<file path="config.mk">
export PLATFORM = sky130hd
export DESIGN_NAME = fetch_unit
export DESIGN_NICKNAME = d
export VERILOG_FILES = /design/src/rtl/fetch_unit.sv
export SDC_FILE = /design/constraint.sdc
export NUM_CORES = 1
export LEC_CHECK = 0
export BUFFER_PORTS_ARGS = -buffer_cell sky130_fd_sc_hd__buf_4
export CORE_MARGIN = 2
export CORE_UTILIZATION = 44
export DETAILED_ROUTE_END_ITERATION = 8
export PLACE_DENSITY = 0.74
export SYNTH_ARGS = -nofsm -noshare
export SYNTH_HDL_FRONTEND = slang
export SYNTH_SLANG_ARGS = --single-unit
</file>
<file path="constraint.sdc">
create_clock -name clk -period 13.5 [get_ports clk]
set_input_delay 2.7 -clock clk [delete_from_list [all_inputs] [get_ports clk]]
set_output_delay 2.7 -clock clk [all_outputs]
set_load 0.01 [all_outputs]
</file>
<file path="src/rtl/fetch_unit.sv">
// rtl/fetch_unit.sv - instruction fetch: one 64-byte line per bus read, 32-bit issue with redirect
module fetch_unit #(
    parameter int                       BUS_DATA_WIDTH = 64,
    parameter int                       BUS_TAG_WIDTH  = 13,
    parameter logic [BUS_TAG_WIDTH-1:0] READ_TAG       = '0
) (
    input  logic                      clk,
    input  logic                      reset,
    input  logic [63:0]               entry,
    output logic                      bus_reqcyc,
    output logic [63:0]               bus_req,
    output logic [BUS_TAG_WIDTH-1:0]  bus_reqtag,
    input  logic                      bus_reqack,
    input  logic                      bus_respcyc,
    input  logic [BUS_DATA_WIDTH-1:0] bus_resp,
    input  logic [BUS_TAG_WIDTH-1:0]  bus_resptag,
    output logic                      bus_respack,
    output logic                      inst_valid,
    input  logic                      inst_ready,
    output logic [31:0]               inst,
    output logic [63:0]               inst_pc,
    input  logic                      redirect_valid,
    input  logic [63:0]               redirect_pc
);

    typedef enum logic [1:0] {
        S_REQ   = 2'd0,
        S_RESP  = 2'd1,
        S_ISSUE = 2'd2
    } state_t;

    state_t                    r_state;
    state_t                    w_state_next;
    logic [63:0]               r_pc;
    logic [63:0]               w_pc_next;
    logic [63:0]               r_req_addr;
    logic [2:0]                r_beat;
    logic [2:0]                w_beat_next;
    logic                      r_drop;
    logic                      w_drop_next;
    logic [BUS_DATA_WIDTH-1:0] r_buf [8];
    logic [BUS_DATA_WIDTH-1:0] w_line_word;
    logic                      w_last_beat;
    logic                      w_unused;

    assign w_line_word = r_buf[r_pc[5:3]];
    assign w_last_beat = (r_state == S_RESP) && bus_respcyc && (r_beat == 3'd7);
    assign w_unused    = ^{bus_resptag, entry[1:0], redirect_pc[1:0]};

    always_comb begin
        w_state_next = r_state;
        w_pc_next    = r_pc;
        w_beat_next  = r_beat;
        w_drop_next  = r_drop;
        bus_reqcyc   = 1'b0;
        bus_req      = '0;
        bus_reqtag   = '0;
        bus_respack  = 1'b0;
        inst_valid   = 1'b0;
        inst         = '0;
        inst_pc      = '0;

        case (r_state)
            S_REQ: begin
                bus_reqcyc = 1'b1;
                bus_req    = r_req_addr;
                bus_reqtag = READ_TAG;
                if (bus_reqack) begin
                    w_state_next = S_RESP;
                    w_beat_next  = 3'd0;
                end
            end
            S_RESP: begin
                bus_respack = bus_respcyc;
                if (bus_respcyc) begin
                    w_beat_next = r_beat + 3'd1;
                    if (r_beat == 3'd7) begin
                        // A redirect landing on the final beat makes this line just as stale.
                        if (r_drop || redirect_valid) begin
                            w_state_next = S_REQ;
                            w_drop_next  = 1'b0;
                        end else begin
                            w_state_next = S_ISSUE;
                        end
                    end
                end
            end
            S_ISSUE: begin
                inst_valid = 1'b1;
                inst_pc    = r_pc;
                inst       = r_pc[2] ? w_line_word[63:32] : w_line_word[31:0];
                if (inst_ready) begin
                    w_pc_next = r_pc + 64'd4;
                    if (r_pc[5:2] == 4'hf) begin
                        w_state_next = S_REQ;
                    end
                end
            end
            default: begin
                w_state_next = S_REQ;
            end
        endcase

        if (redirect_valid) begin
            w_pc_next = {redirect_pc[63:2], 2'b00};
            if (r_state == S_ISSUE) begin
                w_state_next = S_REQ;
            end else if (!w_last_beat) begin
                w_drop_next = 1'b1;
            end
        end

        if (!reset) begin
            bus_reqcyc  = 1'b0;
            bus_req     = '0;
            bus_reqtag  = '0;
            bus_respack = 1'b0;
            inst_valid  = 1'b0;
            inst        = '0;
            inst_pc     = '0;
        end
    end

    always_ff @(posedge clk) begin
        if (!reset) begin
            r_state    <= S_REQ;
            r_pc       <= {entry[63:2], 2'b00};
            r_req_addr <= {entry[63:6], 6'b0};
            r_beat     <= 3'd0;
            r_drop     <= 1'b0;
        end else begin
            r_state <= w_state_next;
            r_pc    <= w_pc_next;
            r_beat  <= w_beat_next;
            r_drop  <= w_drop_next;
            // Latch the line address only on entry to REQ so a pending request never moves.
            if ((w_state_next == S_REQ) && (r_state != S_REQ)) begin
                r_req_addr <= {w_pc_next[63:6], 6'b0};
            end
        end
    end

    always_ff @(posedge clk) begin
        if ((r_state == S_RESP) && bus_respcyc) begin
            r_buf[r_beat] <= bus_resp;
        end
    end

endmodule

</file>
* Word-level counts from Yosys, hierarchy flattened
Memory sizes are Yosys's and may differ from the RTL's. A register that Yosys moved wholly into a read port is not among the register bits. Cells that the tools add are included.
Word-level totals: bits in registers 128, bits in writable memories 512, bits of input ports 211, output and inout port bits 176, memories 1
Memories:
- r_buf | words 8, width 64, read ports 1, clocked after memory_dff 1, write ports 1, RTL line 41 | logic [BUS_DATA_WIDTH-1:0] r_buf [8];
Cells by class: add/subtract/negate cells 2, equal/unequal tests 9, mux-type cells 41, bitwise gates (word level) 1, reduce and logical (&&, ||, !) cells 12
Operators by type and width (count):
- 64-bit 2-to-1 mux | 10
- 32-bit 2-to-1 mux | 3
- 64-bit by 3-bit adder with 64-bit output (second input constant) | 1
- 2-bit 2-to-1 mux | 8
- 1-bit 2-to-1 mux | 15
- 3-bit 2-to-1 mux | 3
- 3-bit by 1-bit inequality test with 1-bit output (second input constant) | 2
- 2-bit one-hot mux with 3 select lines | 1
- 3-bit one-hot mux with 2 select lines | 1
- 4-bit == test (second input constant) | 1
- 2-bit zero test | 2
- 2-bit inequality test (second input constant) | 2
- 2-bit AND reduction | 2
- 2-bit nonzero test | 2
- 3-bit by 1-bit adder with 3-bit output (second input constant) | 1
- 3-bit == test (second input constant) | 1
- 1-bit logical AND | 3
- 3-bit AND reduction | 1
- 2-bit by 1-bit == test with 1-bit output (second input constant) | 1
- 2-bit == test (second input constant) | 1
- 2-bit by 1-bit inequality test with 1-bit output (second input constant) | 1
- 2-bit OR reduction | 1
- 1-bit logical OR | 1
- 1-bit NOT | 1

* Depth between registers and ports, before layout
Gate-level depths: netlist (run 1).
word-level depth 11, mapped depth 8, depth with buffers taken out 7

* Worst setup path after synthesis (run 1)
No wires, ideal clock.
path kind in2reg, from in bus_respcyc, to mem r_buf[1][0] (enable), arrival 7.479 ns, setup slack 5.456 ns, stages on the path 3, path through nor2b_1 -> nand3_1 -> nor3_1
On the way: cells in the longest elaborated chain, start to end 3
RTL lines:
- start, declared | RTL line 14 | input logic bus_respcyc,
- 1-bit logical AND | RTL line 144 | if ((r_state == S_RESP) && bus_respcyc) begin
- 1-bit 2-to-1 mux | RTL line 144
- 1-bit 2-to-1 mux (not written as such) | RTL line 145 | r_buf[r_beat] <= bus_resp;
- end, declared | RTL line 41
No other way between the ends.

* Final worst setup path (run 1)
from in reset, to out bus_req[46]
On the way: cells in the longest elaborated chain, start to end 1
RTL lines:
- start, declared | RTL line 8 | input logic reset,
- 64-bit 2-to-1 mux | RTL line 113 | if (!reset) begin
- end, declared | RTL line 11 | output logic [63:0] bus_req,
No other way between the ends.

==> tab_implementation.tex, run 1 <==
\begin{tabular}{lr}
\hline
Metric & Value \\
\hline
\multicolumn{2}{l}{\textbf{STA}} \\
Number of pins with negative max-slew slack in the final report & 0 \\
Final min period & between 7000 and 8000 ps \\
Setup Viol. Count Final & 0 \\
Share of the cycle needed by the critical path after routing & 56.6\% \\
Slew at the pin closest to its max-slew limit & $\sim$1200 ps \\
Worst clock skew on the final layout & 21.4 ps \\
Setup repair after global routing missed its margin & no \\
Fmax achieved & roughly 130 MHz \\
Final hold viol count & 0 \\
Max\_slew headroom & a little over a fifth \\
Final TNS setup & 0 ps \\
\multicolumn{2}{l}{\textbf{Floorplan}} \\
Floorplan die area & 62,200 µm² \\
Cell Rows & 89 \\
Top-level I/O count & $\sim$390 \\
CORE AREA & just under 60,000 µm² \\
Die boundary width & approximately 250 µm \\
Die Span Y & between 200 and 250 µm \\
Starting density of the core & between 40 and 50\% \\
\multicolumn{2}{l}{\textbf{Cells and area}} \\
Net count, final & 2,095 \\
Multi-input gate area in the final layout & 7480 µm² \\
Share of post-route cells with drive strength above 1 & 34.8\% \\
Filler Cells Inserted & around 4,700 \\
Final core utilization & 54.2\% \\
P\&R area growth vs syn & 21.2\% \\
Combined flip-flop and latch cell area & between 15,000 and 20,000 µm² \\
\multicolumn{2}{l}{\textbf{Yosys}} \\
Synth Instances & between 1,500 and 2,000 \\
Mean instance size in the synthesized netlist & approximately 17 µm² \\
Sequential element share of the synthesized area & a little over two thirds \\
Post-synth top area share & approximately two thirds \\
Post-synth design cell area & 26,500 µm² \\
Proportion of synthesized flip-flops having asynchronous set or reset & 0\% \\
Top cells by area in the synthesized netlist & sky130\_fd\_sc\_hd\_\_edfxtp\_1 (65\%), sky130\_fd\_sc\_hd\_\_mux4\_2 (14\%), sky130\_fd\_sc\_hd\_\_dfxtp\_1 (5.1\%) \\
Post-synth EDFFs & 574 \\
Warning count from the yosys run & 0 \\
Number of storage elements in the synthesis netlist & 641 \\
Main flop type after synthesis & sky130\_fd\_sc\_hd\_\_edfxtp\_1 \\
Top cell type by total area after synthesis & sky130\_fd\_sc\_hd\_\_edfxtp\_1 \\
Yosys cell types & 55 \\
\multicolumn{2}{l}{\textbf{GRT}} \\
Overflow after GRT & 0 \\
Wire length of the first global-routing pass & $\sim$96,000 µm \\
Total global routing track utilization & around a fifth \\
Vias in the first global route & around 16,000 \\
Initial antenna violation count & 3 \\
Pin count of the biggest net entering global routing & 119 \\
\multicolumn{2}{l}{\textbf{Drt}} \\
Number of nets still failing antenna checks after routing & 0 \\
DRC violation count after routing & 0 \\
Final routed wirelength across all metal layers & about 64,000 µm \\
Final routed wire length divided by cell count & 23.5 µm \\
Number of vias after detailed routing & approximately 15,000 \\
Initial DRC Count & between 1,000 and 1,500 \\
Drt pass-1 iters & 5 \\
Ratio of routed vias to standard cells & between 5 and 6 \\
\multicolumn{2}{l}{\textbf{Critical path}} \\
Cells traversed along the worst timing path & buf\_4, buf\_4, nand2b\_1, nor2\_4, and2\_1, buf\_4 \\
Critical-path maximum fanout & 59 \\
Endpoint arrival time on the critical path & roughly 5000 ps \\
Critical path destination & bus\_req[46] \\
Setup slack of the most critical reg-to-reg path & 9850 ps \\
Kind of end point of the critical path & output port \\
Launching element type of the critical path & primary input \\
Delay of the slowest cell on the worst path & $\sim$850 ps \\
Crit path from & reset \\
Reg2reg end & r\_req\_addr[38] \\
FF-to-FF path depth & 8 \\
CP max stage cell & sky130\_fd\_sc\_hd\_\_nor2\_4 \\
Critical path class & in -> out \\
Crit-path most repeated cell & sky130\_fd\_sc\_hd\_\_buf\_4 \\
Startpoint of the most critical register-to-register path & r\_pc[2] \\
Worst EP required & approximately 11,000 ps \\
\multicolumn{2}{l}{\textbf{Clocking}} \\
CTS tree & built \\
CTS hold repair buffers & 0 \\
TritonCTS sink count & around 640 \\
Skew-Pair Late Insertion Delay & between 600 and 700 ps \\
Maximum buffer depth of the clock tree & 3 \\
Number of setup buffers added after CTS & 0 \\
Clock root cell & sky130\_fd\_sc\_hd\_\_clkbuf\_16 \\
Clock transition at the register clock pins on the worst setup and hold paths after CTS & approximately 60 ps \\
H-tree Lvls & 3 \\
Number of gates given a new drive strength after cts & 0 \\
TritonCTS Buffers & slightly below 70 \\
\multicolumn{2}{l}{\textbf{Place}} \\
HPWL after detailed placement & 38,900 µm \\
Routability congestion estimate & about 0.87 \\
Number of port buffers & between 300 and 400 \\
\multicolumn{2}{l}{\textbf{Outcome}} \\
Outcome & finished clean \\
\multicolumn{2}{l}{\textbf{Pwr}} \\
Cell leakage power & $\sim$11 nW \\
Worst IR drop on VDD & around 0.14 mV \\
Ratio of total power to cell area & 138 nW/µm² \\
\multicolumn{2}{l}{\textbf{Worst hold path}} \\
Worst hold path stage count & 1 \\
Hold WC Path Type & reg -> reg \\
\multicolumn{2}{l}{\textbf{Run}} \\
Count of max-cap constraint violations & 0 \\
\hline
\end{tabular}
[worst min path at each step]
stage / slack (ps) / endpoint / startpoint
floorplan: 500 / r_drop / r_drop
global placement: 510 / r_drop / r_drop
detailed placement: 520 / r_drop / r_drop
CTS: 540 / r_drop / r_drop
global route: 560 / r_drop / r_drop
finish: 550 / r_drop / r_drop
[cells by family after synthesis]
family / after synthesis / synth area share [%]
AOI/OAI and AO/OA: 138 / 2.84
xor gates and xnor gates: 54 / 1.78
adders and majority gates: 3 / 0.142
buffers and inverters: 128 / 2.26
DFF: 641 / 70.1
muxes: 167 / 13.9
other: 1 / 0.0141
and+or+nand+nor: 395 / 8.98
[metrics by stage]
| step | setup slack [ps] | hold slack (ps) | instance area, µm² | instances | power [mW] |
|---|---|---|---|---|---|
| floorplan | 5460 | 498 | 26600 | 1547 | 2.51 |
| global placement | 5970 | 510 | 29900 | 2584 | 2.64 |
| detailed placement | 5820 | 525 | 29900 | 2584 | 2.65 |
| CTS | 5820 | 541 | 32100 | 2708 | 4.49 |
| global route | 5630 | 558 | 32100 | 2710 | 4.59 |
| finish | 5860 | 547 | 32100 | 2711 | 4.44 |
[layer usage]
layer  vias to the layer above  global-route usage [%]  part of all wire, %
met1                      7672                    25.2                   39
met3                       105                    4.67                  6.9
met2                       605                    35.7                   51
li1                       6673                       -                    -
met4                         2                    6.63                  2.5
met5                         -                       0                0.019
[cell usage after synthesis, types with 8 or more instances]
library cell	count
sky130_fd_sc_hd__a21oi_1	47
sky130_fd_sc_hd__mux4_2	160
sky130_fd_sc_hd__buf_4	21
sky130_fd_sc_hd__dfxtp_1	67
sky130_fd_sc_hd__and2_1	92
sky130_fd_sc_hd__xnor2_1	44
sky130_fd_sc_hd__nor2b_1	43
sky130_fd_sc_hd__o22ai_1	12
sky130_fd_sc_hd__edfxtp_1	574
sky130_fd_sc_hd__xor2_1	10
sky130_fd_sc_hd__inv_1	23
sky130_fd_sc_hd__nand3_1	24
sky130_fd_sc_hd__nor3_1	20
sky130_fd_sc_hd__o21ai_0	56
sky130_fd_sc_hd__and3_1	68
sky130_fd_sc_hd__clkbuf_1	58
sky130_fd_sc_hd__nor2_1	44
sky130_fd_sc_hd__nand2_1	50
sky130_fd_sc_hd__buf_2	16
sky130_fd_sc_hd__o21ai_1	8
sky130_fd_sc_hd__nand4_1	16
[critical path, delay by kind of cell]
kind,cells,cell delay (ps)
simple gates,3,1300
buf+inv,3,870
[area by class of cell]
cell class	instances	area share, %
antenna	3	0.0234
inverter	23	0.269
timing repair buffer	369	8.66
clock buffer	83	5.57
sequential	641	57.9
tap	773	3.01
clock inverter	41	1.31
multi-input combinational	778	23.3
[cells in the final DEF, fill, tap and decap left out, types with 43 or more instances in the layout]
cell type                     n
sky130_fd_sc_hd__edfxtp_1   574
sky130_fd_sc_hd__buf_4      368
sky130_fd_sc_hd__mux4_2     160
sky130_fd_sc_hd__and2_1      91
sky130_fd_sc_hd__clkbuf_16   69
sky130_fd_sc_hd__and3_1      68
sky130_fd_sc_hd__dfxtp_1     64
sky130_fd_sc_hd__o21ai_0     56
sky130_fd_sc_hd__nand2_1     50
sky130_fd_sc_hd__a21oi_1     47
sky130_fd_sc_hd__xnor2_1     44
sky130_fd_sc_hd__nor2b_1     43
[sequential cells by signal, indices dropped and copies added (netlist names), named ones only]
signal and cells:
r_pc 62, r_drop 1, r_buf 512, r_beat 3, r_state 2, r_req_addr 58
[power by group]
part           internal, mW  switching [mW]  leakage, nW  total [mW]
clock                  1.06           0.777         1.08        1.83
combinational         0.183           0.165         4.52       0.348
sequential             2.21          0.0483         5.80        2.26
Power figures use the tool's default switching activity.
==> run 2, diff against run 1 <==
ABC_AREA = 1   (was unset)
clock period = 8 ns   (was 13.5 ns; I/O delays follow)
==> run 2 against run 1 <==
Sequential power is 69% higher. Final cell count is 46% higher. Sequential cell count stayed put. Hold slack worse by 51 ps. Via count is 42% higher. Global-route usage is 3.6 points higher. Die area is 6.2% higher. Clock-buffer cell count is 2 lower. Core utilization is 1.0 points lower. Clock power is 68% higher. Setup slack worse by 3500 ps. Critical path type unchanged. Critical endpoint is now inst[27].
==> tab_implementation.tex, run 2 <==
\begin{tabular}{lr}
\hline
Metric & Value \\
\hline
\multicolumn{2}{l}{\textbf{Critical path}} \\
Startpoint of the most critical register-to-register path & r\_pc[2] \\
Worst EP required & around 6400 ps \\
Delay-heaviest family, CP & buffers and inverters \\
Critical path class & in -> out \\
Buffers \& Inverters on Critical Path & 5 \\
Crit path from & reset \\
Kind of end point of the critical path & output port \\
CP max stage cell & sky130\_fd\_sc\_hd\_\_clkinv\_2 \\
Launching element type of the critical path & primary input \\
Delay of the slowest cell on the worst path & 670 ps \\
Endpoint arrival time on the critical path & between 4000 and 5000 ps \\
Cells traversed along the worst timing path & buf\_4, inv\_2, nor2\_1, clkinv\_2, buf\_4, a21oi\_1, buf\_4 \\
Critical-path maximum fanout & 57 \\
Crit-path most repeated cell & sky130\_fd\_sc\_hd\_\_buf\_4 \\
\multicolumn{2}{l}{\textbf{STA}} \\
Setup Viol. Count Final & 0 \\
Share of the cycle needed by the critical path after routing & a little over two thirds \\
Fmax achieved & roughly 180 MHz \\
Final TNS setup & 0 ps \\
Worst clock skew on the final layout & roughly 44 ps \\
Final hold viol count & 0 \\
Slew at the pin closest to its max-slew limit & roughly 1200 ps \\
Number of pins with negative max-slew slack in the final report & 0 \\
Final min period & about 5600 ps \\
Setup repair after global routing missed its margin & no \\
Max\_slew headroom & 22.0\% \\
\multicolumn{2}{l}{\textbf{Yosys}} \\
Top cells by area in the synthesized netlist & sky130\_fd\_sc\_hd\_\_edfxtp\_1 (61\%), sky130\_fd\_sc\_hd\_\_nor2\_1 (8.6\%), sky130\_fd\_sc\_hd\_\_dfxtp\_1 (4.8\%) \\
Number of storage elements in the synthesis netlist & between 600 and 700 \\
Synth Instances & between 2,000 and 3,000 \\
Commonest cells in the synthesized netlist & sky130\_fd\_sc\_hd\_\_nor2\_1 (644), sky130\_fd\_sc\_hd\_\_edfxtp\_1 (574), sky130\_fd\_sc\_hd\_\_nand2\_1 (327) \\
Warning count from the yosys run & 0 \\
Main flop type after synthesis & sky130\_fd\_sc\_hd\_\_edfxtp\_1 \\
Proportion of synthesized flip-flops having asynchronous set or reset & 0\% \\
Sequential element share of the synthesized area & 65.9\% \\
Top cell type by total area after synthesis & sky130\_fd\_sc\_hd\_\_edfxtp\_1 \\
Post-synth design cell area & 28,200 µm² \\
Post-synth EDFFs & about 570 \\
Yosys cell types & 33 \\
Post-synth top area share & about three fifths \\
Most numerous cell in the Yosys netlist & sky130\_fd\_sc\_hd\_\_nor2\_1 \\
Mean instance size in the synthesized netlist & a little over 10 µm² \\
\multicolumn{2}{l}{\textbf{Outcome}} \\
Outcome & finished clean \\
\multicolumn{2}{l}{\textbf{Drt}} \\
DRC violation count after routing & 0 \\
Number of vias after detailed routing & 21,400 \\
Final routed wire length divided by cell count & 20.5 µm \\
Number of nets still failing antenna checks after routing & 0 \\
Drt pass-1 iters & 7 \\
Final routed wirelength across all metal layers & between 80,000 and 90,000 µm \\
Initial DRC Count & roughly 2,200 \\
Ratio of routed vias to standard cells & $\sim$5.4 \\
\multicolumn{2}{l}{\textbf{Floorplan}} \\
CORE AREA & roughly 63,000 µm² \\
Top-level I/O count & roughly 390 \\
Die boundary width & 257 µm \\
Floorplan die area & approximately 66,000 µm² \\
Cell Rows & 92 \\
Starting density of the core & between 40\% and 50\% \\
Die Span Y & 257 µm \\
\multicolumn{2}{l}{\textbf{Pwr}} \\
Ratio of total power to cell area & approximately 230 nW/µm² \\
Worst IR drop on VDD & 0.237 mV \\
Part of the total power dissipated in the clock network & about two fifths \\
Internal power consumption & approximately 5.7 mW \\
Portion of total power attributed to combinational logic & under 10\% \\
Sw Ratio & between 20\% and 30\% \\
Switching Power & around 1.9 mW \\
Overall power after layout & 7.65 mW \\
Cell leakage power & $\sim$13 nW \\
Sequential group share of total power & 50.0\% \\
\multicolumn{2}{l}{\textbf{Worst hold path}} \\
Hold WC Path Type & reg -> reg \\
Min-Delay Startpoint & r\_beat[0] \\
\multicolumn{2}{l}{\textbf{Cells and area}} \\
Share of post-route cells with drive strength above 1 & 16.3\% \\
Most frequent cells in the layout & sky130\_fd\_sc\_hd\_\_nor2\_1 (636), sky130\_fd\_sc\_hd\_\_edfxtp\_1 (574), sky130\_fd\_sc\_hd\_\_buf\_4 (378) \\
P\&R area growth vs syn & 19.3\% \\
Reg with most FFs & r\_buf \\
Final non-filler cell total & 3,966 \\
Net count, final & roughly 3,300 \\
Area of all placed cells without fillers & 33,600 µm² \\
Leading registers by flop count & r\_buf: 512 flops, r\_pc: 62 flops, r\_req\_addr: 58 flops \\
Flip-flop count of the largest register after layout & 512 \\
Most common cell after layout, fill and taps aside & sky130\_fd\_sc\_hd\_\_nor2\_1 \\
\multicolumn{2}{l}{\textbf{Clocking}} \\
Number of gates given a new drive strength after cts & 0 \\
Clock transition at the register clock pins on the worst setup and hold paths after CTS & roughly 50 ps \\
CTS tree & built \\
H-tree Lvls & 3 \\
CTS hold repair buffers & 0 \\
TritonCTS Buffers & between 60 and 70 \\
Number of setup buffers added after CTS & 0 \\
TritonCTS sink count & 641 \\
Clock root cell & sky130\_fd\_sc\_hd\_\_clkbuf\_16 \\
Maximum buffer depth of the clock tree & 3 \\
Skew-Pair Late Insertion Delay & 620 ps \\
\multicolumn{2}{l}{\textbf{GRT}} \\
Overflow after GRT & 0 \\
Vias in the first global route & 20,200 \\
Pin count of the biggest net entering global routing & 100 \\
Total global routing track utilization & approximately 24\% \\
Initial antenna violation count & 4 \\
Wire length of the first global-routing pass & approximately 120,000 µm \\
\multicolumn{2}{l}{\textbf{Place}} \\
Cell Count Post-Placement & about 3,800 \\
Routability congestion estimate & a little under 1 \\
Placed inst area & between 30,000 and 40,000 µm² \\
HPWL after detailed placement & 51,100 µm \\
Number of port buffers & between 300 and 400 \\
\multicolumn{2}{l}{\textbf{Run}} \\
Count of max-cap constraint violations & 0 \\
\hline
\end{tabular}
run 2: logic make-up after synthesis:
| kind of cell | Yosys count | synth area share, % |
|---|---|---|
| buf+inv | 371 | 5.70 |
| xor+xnor | 2 | 0.0622 |
| other cells | 1 | 0.0133 |
| flops | 641 | 65.9 |
| compound gates | 483 | 9.83 |
| simple gates | 1264 | 18.3 |
| fa+ha+maj | 3 | 0.133 |
run 2: final cells by class:
class                           count  area, µm²
Fill cell                        5389      29600
Sequential cell                   641      18600
Multi-Input combinational cell   1773       8150
Timing Repair Buffer              378       2840
Clock buffer                       81       1780
Tap cell                          846       1060
Inverter                          203        769
Clock inverter                     42        425
Antenna cell                        2       5.00
run 2: stage by stage:
stage | utilization, % | hold WS [ps] | worst slack [ps]
3_3_place_gp | 49.7 | 482 | 2410
4_1_cts | 53.2 | 499 | 2410
5_1_grt | 53.2 | 533 | 2200
6_report | 53.2 | 496 | 2350
2_1_floorplan | - | 465 | 1250
3_5_place_dp | 49.7 | 488 | 2420
run 2: worst paths after layout:
path                    end  slack [ps]  cells past startpoint
max                inst[27]        2350                      7
min reg2reg       r_beat[0]         500                      2
min               r_beat[0]         500                      2
max reg2reg  r_req_addr[10]        4660                      9
run 2: power groups by stage:
stage / Combinational [mW] / Sequential (mW) / Clock (mW)
2_1_floorplan: 0.472 / 3.85 / 0
4_1_cts: 0.750 / 3.82 / 3.12
6_report: 0.748 / 3.82 / 3.08
5_1_grt: 0.829 / 3.83 / 3.24
3_3_place_gp: 0.733 / 3.89 / 0
3_5_place_dp: 0.744 / 3.89 / 0
run 2: worst min-delay path, cell delays in order, from the launching register on:
cell,delay (ps)
sky130_fd_sc_hd__dfxtp_1,330
sky130_fd_sc_hd__nand2_1,70
sky130_fd_sc_hd__a21oi_1,50
run 2: routing by layer:
| metal | up-vias | wire (µm) | track usage [%] |
|---|---|---|---|
| li1 | 10100 | - | - |
| met4 | 6 | 2900 | 9.22 |
| met2 | 1020 | 40400 | 41.8 |
| met3 | 165 | 7230 | 5.59 |
| met5 | - | 33 | 0 |
| met1 | 10100 | 30700 | 28.9 |
